--- config.mk ---
export PLATFORM = sky130hd
export DESIGN_NAME = mem_port_scheduler_flat
export DESIGN_NICKNAME = d
export VERILOG_FILES = /design/src/rtl/mem_port_scheduler_if.sv /design/src/rtl/mem_port_scheduler.sv /design/src/flat_wrapper.sv
export SDC_FILE = /design/constraint.sdc
export NUM_CORES = 1
export LEC_CHECK = 0
export CORE_ASPECT_RATIO = 1.5
export CORE_MARGIN = 10
export CORE_UTILIZATION = 38
export CTS_CLUSTER_DIAMETER = 40
export DETAILED_ROUTE_END_ITERATION = 7
export GPL_ROUTABILITY_DRIVEN = 0
export PLACE_DENSITY = 0.86
export SYNTH_ARGS = -nofsm -noshare
export SYNTH_HDL_FRONTEND = slang
export SYNTH_SLANG_ARGS = --single-unit
--- constraint.sdc ---
create_clock -name clk -period 7.9 [get_ports clk]
set_input_delay 0.79 -clock clk [delete_from_list [all_inputs] [get_ports clk]]
set_output_delay 0.79 -clock clk [all_outputs]
set_load 0.005 [all_outputs]
--- src/rtl/mem_port_scheduler_if.sv ---
// Bundles the store-queue, load-request and data-memory signals of the scheduler.
// The slave modport is the scheduler side, the master modport the environment side.
`ifndef NUM_D_REG
`define NUM_D_REG 32
`endif

interface mem_port_scheduler_if #(
  parameter int L  = 8,
  parameter int RW = $clog2(`NUM_D_REG)
);
  logic              st_valid;
  logic              st_ready;
  logic              sq_push;
  logic              sq_pop;
  logic [15:0]       sq_head_addr;
  logic [15:0]       sq_head_data;
  logic [$clog2(L):0] sq_count;
  logic              ld_valid;
  logic [15:0]       ld_addr;
  logic [RW-1:0]     ld_reg;
  logic              ld_ready;
  logic              mem_en;
  logic              mem_we;
  logic [15:0]       mem_addr;
  logic [15:0]       mem_wdata;
  logic              ld_done;
  logic [RW-1:0]     ld_done_reg;
  logic              drain;
  logic              drain_done;

  modport slave (
    input  st_valid, sq_head_addr, sq_head_data, ld_valid, ld_addr, ld_reg, drain,
    output st_ready, sq_push, sq_pop, sq_count, ld_ready, mem_en, mem_we,
           mem_addr, mem_wdata, ld_done, ld_done_reg, drain_done
  );

  modport master (
    output st_valid, sq_head_addr, sq_head_data, ld_valid, ld_addr, ld_reg, drain,
    input  st_ready, sq_push, sq_pop, sq_count, ld_ready, mem_en, mem_we,
           mem_addr, mem_wdata, ld_done, ld_done_reg, drain_done
  );
endinterface

--- src/rtl/mem_port_scheduler.sv ---
// Arbitrates a single data-memory port between a store queue and a load stream,
// with head-address ordering, store-starvation limit and forced drain.
`ifndef NUM_D_REG
`define NUM_D_REG 32
`endif

module mem_port_scheduler #(
  parameter int L          = 8,
  parameter int MEM_LAT    = 2,
  parameter int STARVE_MAX = 4
) (
  input  logic                 clk,
  input  logic                 n_rst,
  mem_port_scheduler_if.slave  bus
);
  localparam int CNT_W = $clog2(L) + 1;
  localparam int REG_W = $clog2(`NUM_D_REG);
  localparam int LAT_W = (MEM_LAT > 1) ? $clog2(MEM_LAT) : 1;
  localparam int STV_W = $clog2(STARVE_MAX + 1);
  localparam bit MULTI = (MEM_LAT > 1);
  localparam logic [CNT_W-1:0] FULL      = CNT_W'(L);
  localparam logic [LAT_W-1:0] BUSY_INIT = LAT_W'((MEM_LAT > 1) ? (MEM_LAT - 2) : 0);
  localparam logic [LAT_W-1:0] LD_INIT   = LAT_W'((MEM_LAT > 1) ? (MEM_LAT - 1) : 0);
  localparam logic [STV_W-1:0] STV_MAX   = STV_W'(STARVE_MAX);

  typedef enum logic {S_IDLE = 1'b0, S_BUSY = 1'b1} state_t;

  state_t             r_state, w_state_nxt;
  logic [LAT_W-1:0]   r_busy_cnt, w_busy_cnt_nxt;
  logic [CNT_W-1:0]   r_sq_count;
  logic [STV_W-1:0]   r_starve;
  logic               r_ld_pend;
  logic [LAT_W-1:0]   r_ld_left;
  logic [REG_W-1:0]   r_ld_reg;
  logic               r_ld_done;
  logic [REG_W-1:0]   r_ld_done_reg;

  logic               w_idle, w_nonempty, w_full, w_st_pref;
  logic               w_st_issue, w_ld_issue, w_push, w_ld_fire;
  logic [REG_W-1:0]   w_fire_reg;

  assign w_idle     = (r_state == S_IDLE);
  assign w_nonempty = (r_sq_count != {CNT_W{1'b0}});
  assign w_full     = (r_sq_count == FULL);
  // A store wins whenever waiting would be unsafe or pointless for it.
  assign w_st_pref  = bus.drain | w_full | (r_starve == STV_MAX) | ~bus.ld_valid
                    | (bus.ld_addr == bus.sq_head_addr);
  assign w_push     = n_rst & bus.st_valid & ~w_full;
  assign w_ld_fire  = MULTI ? (r_ld_pend && (r_ld_left == LAT_W'(1))) : w_ld_issue;
  assign w_fire_reg = MULTI ? r_ld_reg : bus.ld_reg;

  assign bus.st_ready    = ~n_rst | ~w_full;
  assign bus.sq_push     = w_push;
  assign bus.sq_pop      = w_st_issue;
  assign bus.sq_count    = r_sq_count;
  assign bus.ld_ready    = w_ld_issue;
  assign bus.mem_en      = w_st_issue | w_ld_issue;
  assign bus.mem_we      = w_st_issue;
  assign bus.mem_addr    = w_st_issue ? bus.sq_head_addr : (w_ld_issue ? bus.ld_addr : 16'h0000);
  assign bus.mem_wdata   = w_st_issue ? bus.sq_head_data : 16'h0000;
  assign bus.ld_done     = n_rst & r_ld_done;
  assign bus.ld_done_reg = r_ld_done_reg;
  assign bus.drain_done  = n_rst & bus.drain & ~w_nonempty & w_idle;

  // FSM next state and issue decision
  always_comb begin
    w_st_issue     = 1'b0;
    w_ld_issue     = 1'b0;
    w_state_nxt    = r_state;
    w_busy_cnt_nxt = r_busy_cnt;
    case (r_state)
      S_IDLE: begin
        if (n_rst && w_nonempty && w_st_pref) w_st_issue = 1'b1;
        else if (n_rst && bus.ld_valid)       w_ld_issue = 1'b1;
        else                                  w_ld_issue = 1'b0;
        if ((w_st_issue || w_ld_issue) && MULTI) begin
          w_state_nxt    = S_BUSY;
          w_busy_cnt_nxt = BUSY_INIT;
        end else begin
          w_state_nxt    = S_IDLE;
          w_busy_cnt_nxt = {LAT_W{1'b0}};
        end
      end
      S_BUSY: begin
        if (r_busy_cnt == {LAT_W{1'b0}}) w_state_nxt = S_IDLE;
        else                             w_busy_cnt_nxt = r_busy_cnt - LAT_W'(1);
      end
      default: w_state_nxt = S_IDLE;
    endcase
  end

  // FSM state register
  always_ff @(posedge clk) begin
    if (!n_rst) begin
      r_state    <= S_IDLE;
      r_busy_cnt <= {LAT_W{1'b0}};
    end else begin
      r_state    <= w_state_nxt;
      r_busy_cnt <= w_busy_cnt_nxt;
    end
  end

  // Store-queue occupancy
  always_ff @(posedge clk) begin
    if (!n_rst) begin
      r_sq_count <= {CNT_W{1'b0}};
    end else begin
      case ({w_push, w_st_issue})
        2'b10:   r_sq_count <= r_sq_count + CNT_W'(1);
        2'b01:   r_sq_count <= r_sq_count - CNT_W'(1);
        default: r_sq_count <= r_sq_count;
      endcase
    end
  end

  // Count loads that overtook a waiting store
  always_ff @(posedge clk) begin
    if (!n_rst)                              r_starve <= {STV_W{1'b0}};
    else if (!w_nonempty || w_st_issue)      r_starve <= {STV_W{1'b0}};
    else if (w_ld_issue && r_starve != STV_MAX) r_starve <= r_starve + STV_W'(1);
    else                                     r_starve <= r_starve;
  end

  // Track the single in-flight load and report its completion
  always_ff @(posedge clk) begin
    if (!n_rst) begin
      r_ld_pend     <= 1'b0;
      r_ld_left     <= {LAT_W{1'b0}};
      r_ld_reg      <= {REG_W{1'b0}};
      r_ld_done     <= 1'b0;
      r_ld_done_reg <= {REG_W{1'b0}};
    end else begin
      r_ld_done <= w_ld_fire;
      if (w_ld_fire) r_ld_done_reg <= w_fire_reg;
      else           r_ld_done_reg <= r_ld_done_reg;
      if (w_ld_issue) begin
        r_ld_pend <= MULTI;
        r_ld_left <= LD_INIT;
        r_ld_reg  <= bus.ld_reg;
      end else if (r_ld_pend) begin
        r_ld_left <= r_ld_left - LAT_W'(1);
        r_ld_pend <= (r_ld_left != LAT_W'(1));
      end else begin
        r_ld_pend <= 1'b0;
      end
    end
  end
endmodule

--- src/flat_wrapper.sv ---
// flat-port wrapper written by rule: the top's interface ports become plain ports
module mem_port_scheduler_flat 
#(
  parameter int L          = 8,
  parameter int MEM_LAT    = 2,
  parameter int STARVE_MAX = 4
)
  (clk, n_rst, bus_st_valid, bus_sq_head_addr, bus_sq_head_data, bus_ld_valid, bus_ld_addr, bus_ld_reg, bus_drain, bus_st_ready, bus_sq_push, bus_sq_pop, bus_sq_count, bus_ld_ready, bus_mem_en, bus_mem_we, bus_mem_addr, bus_mem_wdata, bus_ld_done, bus_ld_done_reg, bus_drain_done);
  mem_port_scheduler_if #(.L(L), .RW(($clog2(`NUM_D_REG)))) bus_i ();
  input  logic clk;
  input  logic n_rst;
  input wire logic [$bits(bus_i.st_valid)-1:0] bus_st_valid;
  input wire logic [$bits(bus_i.sq_head_addr)-1:0] bus_sq_head_addr;
  input wire logic [$bits(bus_i.sq_head_data)-1:0] bus_sq_head_data;
  input wire logic [$bits(bus_i.ld_valid)-1:0] bus_ld_valid;
  input wire logic [$bits(bus_i.ld_addr)-1:0] bus_ld_addr;
  input wire logic [$bits(bus_i.ld_reg)-1:0] bus_ld_reg;
  input wire logic [$bits(bus_i.drain)-1:0] bus_drain;
  output wire logic [$bits(bus_i.st_ready)-1:0] bus_st_ready;
  output wire logic [$bits(bus_i.sq_push)-1:0] bus_sq_push;
  output wire logic [$bits(bus_i.sq_pop)-1:0] bus_sq_pop;
  output wire logic [$bits(bus_i.sq_count)-1:0] bus_sq_count;
  output wire logic [$bits(bus_i.ld_ready)-1:0] bus_ld_ready;
  output wire logic [$bits(bus_i.mem_en)-1:0] bus_mem_en;
  output wire logic [$bits(bus_i.mem_we)-1:0] bus_mem_we;
  output wire logic [$bits(bus_i.mem_addr)-1:0] bus_mem_addr;
  output wire logic [$bits(bus_i.mem_wdata)-1:0] bus_mem_wdata;
  output wire logic [$bits(bus_i.ld_done)-1:0] bus_ld_done;
  output wire logic [$bits(bus_i.ld_done_reg)-1:0] bus_ld_done_reg;
  output wire logic [$bits(bus_i.drain_done)-1:0] bus_drain_done;
  assign bus_i.st_valid = bus_st_valid;
  assign bus_i.sq_head_addr = bus_sq_head_addr;
  assign bus_i.sq_head_data = bus_sq_head_data;
  assign bus_i.ld_valid = bus_ld_valid;
  assign bus_i.ld_addr = bus_ld_addr;
  assign bus_i.ld_reg = bus_ld_reg;
  assign bus_i.drain = bus_drain;
  assign bus_st_ready = bus_i.st_ready;
  assign bus_sq_push = bus_i.sq_push;
  assign bus_sq_pop = bus_i.sq_pop;
  assign bus_sq_count = bus_i.sq_count;
  assign bus_ld_ready = bus_i.ld_ready;
  assign bus_mem_en = bus_i.mem_en;
  assign bus_mem_we = bus_i.mem_we;
  assign bus_mem_addr = bus_i.mem_addr;
  assign bus_mem_wdata = bus_i.mem_wdata;
  assign bus_ld_done = bus_i.ld_done;
  assign bus_ld_done_reg = bus_i.ld_done_reg;
  assign bus_drain_done = bus_i.drain_done;
  mem_port_scheduler #(.L(L), .MEM_LAT(MEM_LAT), .STARVE_MAX(STARVE_MAX)) u_core (.clk(clk), .n_rst(n_rst), .bus(bus_i));
endmodule
## After elaboration in Yosys (flattened, before gate mapping)

Index checks and enable logic that the tools add are counted.
W data, S select, Z words.

| word-level totals | value |
|---|---|
| output and inout bits | 49 |
| input bits | 58 |
| flip-flop bits (word level) | 22 |
| logic and storage cells | 70 |

| operators by class | value |
|---|---|
| multiplexer cells | 20 |
| add/subtract/negate cells | 5 |
| equal/unequal tests | 6 |
| bitwise gates (word level) | 18 |
| reductions and logical operators | 12 |

Operators with widths:

| operator | number |
|---|---|
| $mux W16 | 3 |
| $eq A16 B16 Y1 | 1 |
| $mux W1 | 14 |
| $pmux W4 S2 | 1 |
| $and A1 B1 Y1 | 6 |
| $not A1 Y1 | 6 |
| $or A1 B1 Y1 | 6 |
| $logic_and A1 B1 Y1 | 5 |
| $add A4 B1 Y4 const B | 1 |
| $eq A4 B4 Y1 const B | 1 |
| $pmux W1 S2 | 2 |
| $reduce_bool A2 Y1 | 2 |
| $reduce_bool A4 Y1 | 1 |
| $sub A4 B1 Y4 const B | 1 |
| $add A3 B1 Y3 const B | 1 |
| $eq A3 B3 Y1 const B | 1 |
| $ne A3 B3 Y1 const B | 1 |
| $eq A2 B1 Y1 const B | 1 |
| $eq A2 B2 Y1 const B | 1 |
| $logic_or A1 B1 Y1 | 2 |
| $reduce_or A2 Y1 | 1 |
| $sub A1 B1 Y1 const B | 2 |
| $logic_not A1 Y1 | 1 |

## Depth between registers and ports, before layout

Gate-level depths: netlist of run 1.

| logic depth | value |
|---|---|
| depth after elaboration | 11 |
| mapped depth | 14 |
| gate-level depth less buffers | 13 |

## Worst setup path after synthesis of run 1

Ideal clock, no wire load.

| timing | value |
|---|---|
| kind | input-to-reg |
| start point | in bus_sq_head_addr[1] |
| end point | reg u_core.r_sq_count[2] (netlist: u_core.bus.sq_count[2]) |
| library setup time | 76 ps |
| stages | 13 |
| data required time | 7824 ps |
| arrival | 3063 ps |
| path buffers | 1 |
| setup slack | 4762 ps |
| path through | xor2_1 nor4_1 nand4_1 a21o_1 nor2_8 buf_6 ha_1 xor2_1 ha_1 a21oi_1 xor2_1 or3_1 a21boi_0 |

| on the way | value |
|---|---|
| longest elaborated chain between the ends | 8 |

Ends and longest elaborated chain:

| what | line | RTL |
|---|---|---|
| start, declared | flat_wrapper.sv:13 | `input wire logic [$bits(bus_i.sq_head_addr)-1:0] bus_sq_head_addr;` |
| $eq A16 B16 Y1 * | mem_port_scheduler.sv:47 | `\| (bus.ld_addr == bus.sq_head_addr);` |
| $or A1 B1 Y1 * | mem_port_scheduler.sv:47 |  |
| $logic_and A1 B1 Y1 * | mem_port_scheduler.sv:73 | `if (n_rst && w_nonempty && w_st_pref) w_st_issue = 1'b1;` |
| $mux W1 * | mem_port_scheduler.sv:73 |  |
| $mux W1 * (2 in series) | mem_port_scheduler.sv:71 | `case (r_state)` |
| via bus_mem_we | flat_wrapper.sv:25 | `output wire logic [$bits(bus_i.mem_we)-1:0] bus_mem_we;` |
| $eq A2 B1 Y1 or $eq A2 B2 Y1 (tied branches) | mem_port_scheduler.sv:108 | `case ({w_push, w_st_issue})` |
| $pmux W4 S2 or $reduce_bool A2 Y1 (tied branches) | n/a |  |
| end signal, assigned | mem_port_scheduler.sv:109 | `2'b10: r_sq_count <= r_sq_count + CNT_W'(1);` |
| end signal, assigned | mem_port_scheduler.sv:110 | `2'b01: r_sq_count <= r_sq_count - CNT_W'(1);` |
| end signal, assigned | mem_port_scheduler.sv:111 | `default: r_sq_count <= r_sq_count;` |
| end, declared | mem_port_scheduler.sv:30 | `logic [CNT_W-1:0] r_sq_count;` |

The timed path passes the listed nets; every way through them passes the cells marked *. The select of a mux whose other input is x is not followed.
A chain may end at the register's enable or synchronous reset.

## Worst setup path in the final report of run 1

| timing | value |
|---|---|
| start point | in n_rst |
| end point | out bus_mem_addr[8] |

| on the way | value |
|---|---|
| longest elaborated chain between the ends | 7 |

Ends and longest elaborated chain:

| what | line | RTL |
|---|---|---|
| start, declared | flat_wrapper.sv:11 | `input logic n_rst;` |
| $logic_and A1 B1 Y1, on equally long branches | mem_port_scheduler.sv:74, mem_port_scheduler.sv:73 |  |
| $mux W1 or $logic_and A1 B1 Y1 (tied branches) | mem_port_scheduler.sv:74, mem_port_scheduler.sv:73 |  |
| $mux W1 | mem_port_scheduler.sv:73 |  |
| $mux W1 (2 in series) | mem_port_scheduler.sv:71 |  |
| $mux W16 | mem_port_scheduler.sv:59 | `assign bus.mem_addr = w_st_issue ? bus.sq_head_addr : (w_ld_issue ? bus.ld_addr : 16'h0000);` |
| $mux W16 * | mem_port_scheduler.sv:59 |  |
| end, declared | flat_wrapper.sv:26 | `output wire logic [$bits(bus_i.mem_addr)-1:0] bus_mem_addr;` |

Mark *: on every way between the ends. The rest lies on a longest branch, timed or not. The select of a mux whose other input is x is not followed.

==> flow_metrics.py, run 1 <==
metrics = {
    "status": {
        "status": "finished clean",
    },
    "power_and_ir_drop": {
        "peakVddDrop_v": 0.0001310,
        "leakagePower_nw": 1.027,
        "power.density_nw_per_um2": 182.8,
    },
    "setup_path": {
        "reg2reg_slack_ps": 4850,
        "worstReg2RegEnd": "u_core.bus.sq_count[2]",
        "worstSetupPathType": "in -> out",
        "cp.required_ps": 7110,
        "startpoint": "n_rst",
        "rr_worst_depth": 12,
        "r2r_start": "u_core.bus.sq_count[1]",
        "crit_end": "bus_mem_addr[8]",
        "arrival_ps": 3460,
        "endpoint_kind": "output port",
        "crit_path_start_kind": "input port",
        "crit_path_max_fanout": 24,
    },
    "cts": {
        "clk_path_buf_depth": 2,
        "cts_hold_buf": 0,
        "clock-sinks": 21,
        "htreeDepth": 1,
        "cts.clk_slew.worst_paths_ps": 80,
        "post-cts-setup-buffers": 0,
        "clock_latency_ps": 260,
        "ctsResizeCount": 0,
        "root_buffer": "clkbuf_8",
        "numCtsBuffers": 3,
        "cts_tree": "done",
    },
    "sta": {
        "finalCritPeriodShare_pct": 53.80,
        "fmax_mhz": 235.3,
        "skew_ps": 1.556,
        "hold_violations": 0,
        "setup_viol": 0,
        "drv_slew": 0,
        "holdWs_ps": 464.8,
        "grt_setup_unrepaired": "no",
        "fin_crit_ps": 4250,
        "finalSetupTns_ps": 0,
        "tightest_slew_ps": 747.8,
        "slew_headroom_pct": 49.99,
    },
    "synthesis": {
        "synth_cell_type_count": 41,
        "ys_seq_elements": 21,
        "yosys_most_used_dff": "dfxtp_1",
        "synthTopCellsByArea": "dfxtp_1 27%, xor2_1 11%, a22o_1 9.2%, and2_1 8.2%, nand2_1 4.2%",
        "synth_area_per_cell_um2": 8.556,
        "synth-edff-count": 0,
        "synthCells": 179,
        "yosys.area.top_type_share_pct": 27.45,
        "yosys_warnings": 0,
        "synth_top_area_cell": "dfxtp_1",
        "ys_seq_area_share_pct": 27.45,
        "syn_nets": 242,
        "synth_area_um2": 1531,
        "async_flop_share_pct": 0,
    },
    "global_route": {
        "grt_usage_pct": 13.75,
        "grt_pass1_vias": 1737,
        "antenna_found_initial": 0,
        "grt_max_degree": 39,
        "grt.overflow.total": 0,
        "grt_first_pass_wirelength_um": 8231,
    },
    "die": {
        "start_util_pct": 39.03,
        "die_y_um": 97.75,
        "die_x_um": 71.84,
        "row_count": 28,
        "dieArea_um2": 7022,
        "design.core.area_um2": 3924,
        "io_pins": 107,
    },
    "route": {
        "drtPass1Iterations": 4,
        "drc": 0,
        "wl_um": 4939,
        "drt_iter0_markers": 65,
        "drt-wirelength-per-cell_um": 15.29,
        "via_count": 1637,
        "viasPerCell": 5.068,
        "detail-route-antenna-nets": 0,
    },
    "placed_design": {
        "numPortBuffers": 106,
        "dp_hpwl_um": 4173,
    },
    "min_path": {
        "holdPathStages": 2,
        "hold_start": "u_core.r_ld_reg[4]",
        "hold_class": "reg -> reg",
    },
    "layout": {
        "final_common_cell": "clkdlybuf4s50_1",
        "layout_common_cells": "106 x clkdlybuf4s50_1, 21 x dfxtp_1, 20 x xor2_1, 20 x and2_1, 17 x nand2_1",
        "area_growth_pct": 70.51,
        "finish.net_count": 342,
        "antenna_cells": 0,
        "drive_above_1_share_pct": 3.597,
    },
    "run": {
        "maxCapViolCount": 0,
    },
}
==> cells in the mapped netlist, types with 4 or more instances <==
library cell / n
nand2_1: 17
xor2_1: 20
ha_1: 5
buf_6: 5
a22o_1: 16
and2_1: 20
clkbuf_1: 4
nor4_1: 4
dfxtp_1: 21
inv_1: 4
a21boi_0: 6
nand3_1: 8
o21ai_0: 12
==> power breakdown <==
group / switching [mW] / leakage [nW] / internal (mW)
clock: 0.0344 / 0.0255 / 0.0351
sequential: 0.0257 / 0.172 / 0.124
combinational: 0.104 / 0.830 / 0.154
==> critical path, cell delays in order <==
cell and delay, ps:
clkdlybuf4s50_1 950, and3b_1 350, nand3_1 220, nand2_2 390
a22o_1 230, clkdlybuf4s50_1 520
==> through the flow <==
stage / setup WS [ps] / cell area, um2 / cells / power [mW] / util, %
after global placement: 3606 / 2565 / 319 / 0.4090 / 65.37
after floorplan: 4762 / 1531 / 179 / 0.2842 / -
after CTS: 3590 / 2611 / 323 / 0.4822 / 66.55
after global routing: 3396 / 2611 / 323 / 0.5130 / 66.55
after detailed placement: 3611 / 2565 / 319 / 0.4130 / 65.37
final: 3650 / 2611 / 323 / 0.4773 / 66.55
==> final cells by class <==
| class | instances | area [um2] |
|---|---|---|
| clock buffer | 3 | 41.29 |
| inverter | 4 | 15.01 |
| tap | 45 | 56.30 |
| clock inverter | 1 | 5.005 |
| fill | 341 | 1313 |
| sequential | 21 | 420.4 |
| multi-input combinational | 143 | 1012 |
| timing repair buffer | 106 | 1061 |
==> cell families after synthesis <==
| kind of cell | Yosys count | synth area share, % |
|---|---|---|
| and+or+nand+nor | 71 | 27.61 |
| muxes | 1 | 0.6536 |
| xor gates and xnor gates | 21 | 12.01 |
| adders and majority gates | 5 | 4.085 |
| AOI/OAI and AO/OA | 45 | 21.73 |
| DFF | 21 | 27.45 |
| buffers and inverters | 15 | 6.453 |
==> how the worst min path moves through the flow <==
stage,to
6_report,u_core.r_ld_reg[4]
5_1_grt,u_core.r_ld_reg[1]
2_1_floorplan,u_core.r_ld_reg[0]
3_5_place_dp,u_core.r_ld_reg[1]
4_1_cts,u_core.r_ld_reg[4]
3_3_place_gp,u_core.r_ld_reg[4]
==> routing by layer <==
layer	up-vias	track usage, %	routed length, um
li1	834	-	-
met1	727	13.82	1856
met2	74	23.16	2361
met3	2	8.713	685
met4	0	3.139	36
met5	-	0	0
No activity file was read; power rests on OpenSTA's default activity.
==> run 2, diff against run 1 <==
--- a/config.mk
+++ b/config.mk
@@ -7,11 +7,11 @@
 export LEC_CHECK = 0
 export CORE_ASPECT_RATIO = 1.5
 export CORE_MARGIN = 10
-export CORE_UTILIZATION = 38
+export CORE_UTILIZATION = 32
 export CTS_CLUSTER_DIAMETER = 40
 export DETAILED_ROUTE_END_ITERATION = 7
 export GPL_ROUTABILITY_DRIVEN = 0
-export PLACE_DENSITY = 0.86
+export PLACE_DENSITY = 0.77
 export SYNTH_ARGS = -nofsm -noshare
 export SYNTH_HDL_FRONTEND = slang
 export SYNTH_SLANG_ARGS = --single-unit
==> constraint.sdc (replaced) <==
create_clock -name clk -period 3.8 [get_ports clk]
set_input_delay 0.38 -clock clk [delete_from_list [all_inputs] [get_ports clk]]
set_output_delay 0.38 -clock clk [all_outputs]
set_load 0.005 [all_outputs]
==> flow_metrics.py, run 2 (same netlist as run 1, synthesis figures left out) <==
metrics = {
    "status": {
        "status": "finished clean",
    },
    "power_and_ir_drop": {
        "p_int_uw": 657.9,
        "peakVddDrop_v": 0.0001441,
        "p_clk_share_pct": 14.3,
        "leakagePower_nw": 1.035,
        "power.switching_uw": 338.8,
        "seqPwrFrac_pct": 31.2,
        "power.density_nw_per_um2": 376.3,
        "combPwrFrac_pct": 54.5,
        "netSwitchingFraction_pct": 34.00,
    },
    "cts": {
        "clock_latency_ps": 260,
        "htreeDepth": 1,
        "cts_tree": "done",
        "root_buffer": "clkbuf_8",
        "post-cts-setup-buffers": 0,
        "clk_path_buf_depth": 2,
        "ctsResizeCount": 0,
        "clock-sinks": 21,
        "cts_hold_buf": 0,
        "cts.clk_slew.worst_paths_ps": 70,
        "numCtsBuffers": 3,
    },
    "route": {
        "detail-route-antenna-nets": 0,
        "viasPerCell": 4.811,
        "via_count": 1655,
        "drtPass1Iterations": 4,
        "drc": 0,
        "drt-wirelength-per-cell_um": 14.94,
        "wl_um": 5139,
        "drt_iter0_markers": 51,
    },
    "sta": {
        "fin_crit_ps": 3476,
        "drv_slew": 0,
        "hold_violations": 0,
        "skew_ps": 4.669,
        "setup_viol": 0,
        "finalCritPeriodShare_pct": 91.48,
        "finalSetupTns_ps": 0,
        "tightest_slew_ps": 449.4,
        "fin_ws_ps": 323.7,
        "fmax_mhz": 287.7,
        "slew_headroom_pct": 69.94,
        "grt_setup_unrepaired": "no",
    },
    "placed_design": {
        "place_area_um2": 2604,
        "dp.cells": 340,
        "place_ws_ps": 251.6,
        "dp_hpwl_um": 4318,
        "numPortBuffers": 106,
    },
    "global_route": {
        "grt_usage_pct": 12.14,
        "grt.overflow.total": 0,
        "grt_pass1_vias": 1683,
        "antenna_found_initial": 0,
        "grt_max_degree": 26,
        "grt_first_pass_wirelength_um": 8204,
    },
    "min_path": {
        "hold_class": "reg -> reg",
        "holdPathStages": 2,
        "hold_start": "u_core.r_ld_reg[0]",
        "whs_endpoint": "u_core.r_ld_reg[0]",
    },
    "layout": {
        "fillers": 442,
        "final_cell_count_no_fill": 344,
        "multiInputGateArea_um2": 1012,
        "final_common_cell": "clkdlybuf4s50_1",
        "design_area_um2": 2649,
        "layout_common_cells": "106 x clkdlybuf4s50_1, 21 x dfxtp_1, 20 x xor2_1, 20 x and2_1, 17 x nand2_1",
        "antenna_cells": 0,
        "area_growth_pct": 72.96,
        "fin_util_pct": 57.84,
        "area.sequential_um2": 420.4,
        "drive_above_1_share_pct": 3.929,
        "finish.net_count": 344,
    },
    "die": {
        "row_count": 30,
        "io_pins": 107,
        "design.core.area_um2": 4579,
        "die_x_um": 76.49,
        "die_y_um": 104.7,
        "dieArea_um2": 8010,
        "start_util_pct": 33.44,
    },
    "setup_path": {
        "r2r_start": "u_core.bus.sq_count[1]",
        "reg2reg_slack_ps": 950,
        "crit_path_start_kind": "input port",
        "worstReg2RegEnd": "u_core.bus.sq_count[2]",
        "endpoint_kind": "output port",
        "cp.required_ps": 3420,
        "crit_path_max_fanout": 25,
        "worstSetupPathType": "in -> out",
        "rr_worst_depth": 12,
        "arrival_ps": 3100,
    },
    "run": {
        "maxCapViolCount": 0,
    },
}
-- run 2: changes by cell type in the layout (fill, tap and decap cells not counted), sizes merged --
| cell | previous run | this run |
|---|---|---|
| buf | 0 | 2 |
| clkbuf | 3 | 4 |
| clkinv | 1 | 0 |
-- run 2: area by class of cell --
| type | count | share of cell area (%) |
|---|---|---|
| inverter | 4 | 0.5668 |
| timing repair buffer | 108 | 40.62 |
| sequential | 21 | 15.87 |
| multi-input combinational | 143 | 38.21 |
| clock buffer | 4 | 1.701 |
| tap | 64 | 3.023 |
-- run 2: critical path, cell delays in order --
cell,delay [ps]
clkdlybuf4s50_1,440
xor2_1,170
nor4_1,410
nand4_1,210
a21o_1,310
nor2_8,190
buf_4,280
a22o_1,180
clkdlybuf4s50_1,520
-- run 2: routing by layer --
layer / global-route usage (%) / vias up / wire [um]
li1: - / 834 / -
met1: 11.55 / 757 / 1848
met2: 22.27 / 58 / 2712
met3: 5.575 / 6 / 499
met4: 4.267 / 0 / 79
met5: 0 / - / 0
-- run 2: power by group through the flow --
stage / Clock (mW) / Combinational [mW] / Sequential, mW
global placement: 0 / 0.541 / 0.315
CTS: 0.148 / 0.552 / 0.310
finish: 0.143 / 0.543 / 0.311
global route: 0.156 / 0.596 / 0.318
floorplan: 0 / 0.301 / 0.290
detailed placement: 0 / 0.550 / 0.316
-- run 2: worst max-delay path by stage --
| stage | slack, ps | cells past startpoint | to | from |
|---|---|---|---|---|
| finish | 320 | 9 | bus_mem_addr[12] | bus_sq_head_addr[8] |
| global route | 150 | 9 | bus_mem_addr[8] | bus_sq_head_addr[8] |
| CTS | 310 | 9 | bus_mem_addr[8] | bus_sq_head_addr[8] |
| detailed placement | 250 | 13 | u_core.bus.sq_count[2] | bus_sq_head_addr[8] |
| global placement | 350 | 9 | bus_mem_wdata[5] | bus_sq_head_addr[8] |
| floorplan | 1070 | 13 | u_core.bus.sq_count[2] | bus_sq_head_addr[1] |
-- run 2: per-stage QoR --
stage / hold WS (ps) / power (mW)
after global placement: 445.2 / 0.8569
after CTS: 461.7 / 1.010
final: 458.4 / 0.9967
after global routing: 476.9 / 1.070
after detailed placement: 452.1 / 0.8655
after floorplan: 436.6 / 0.5908
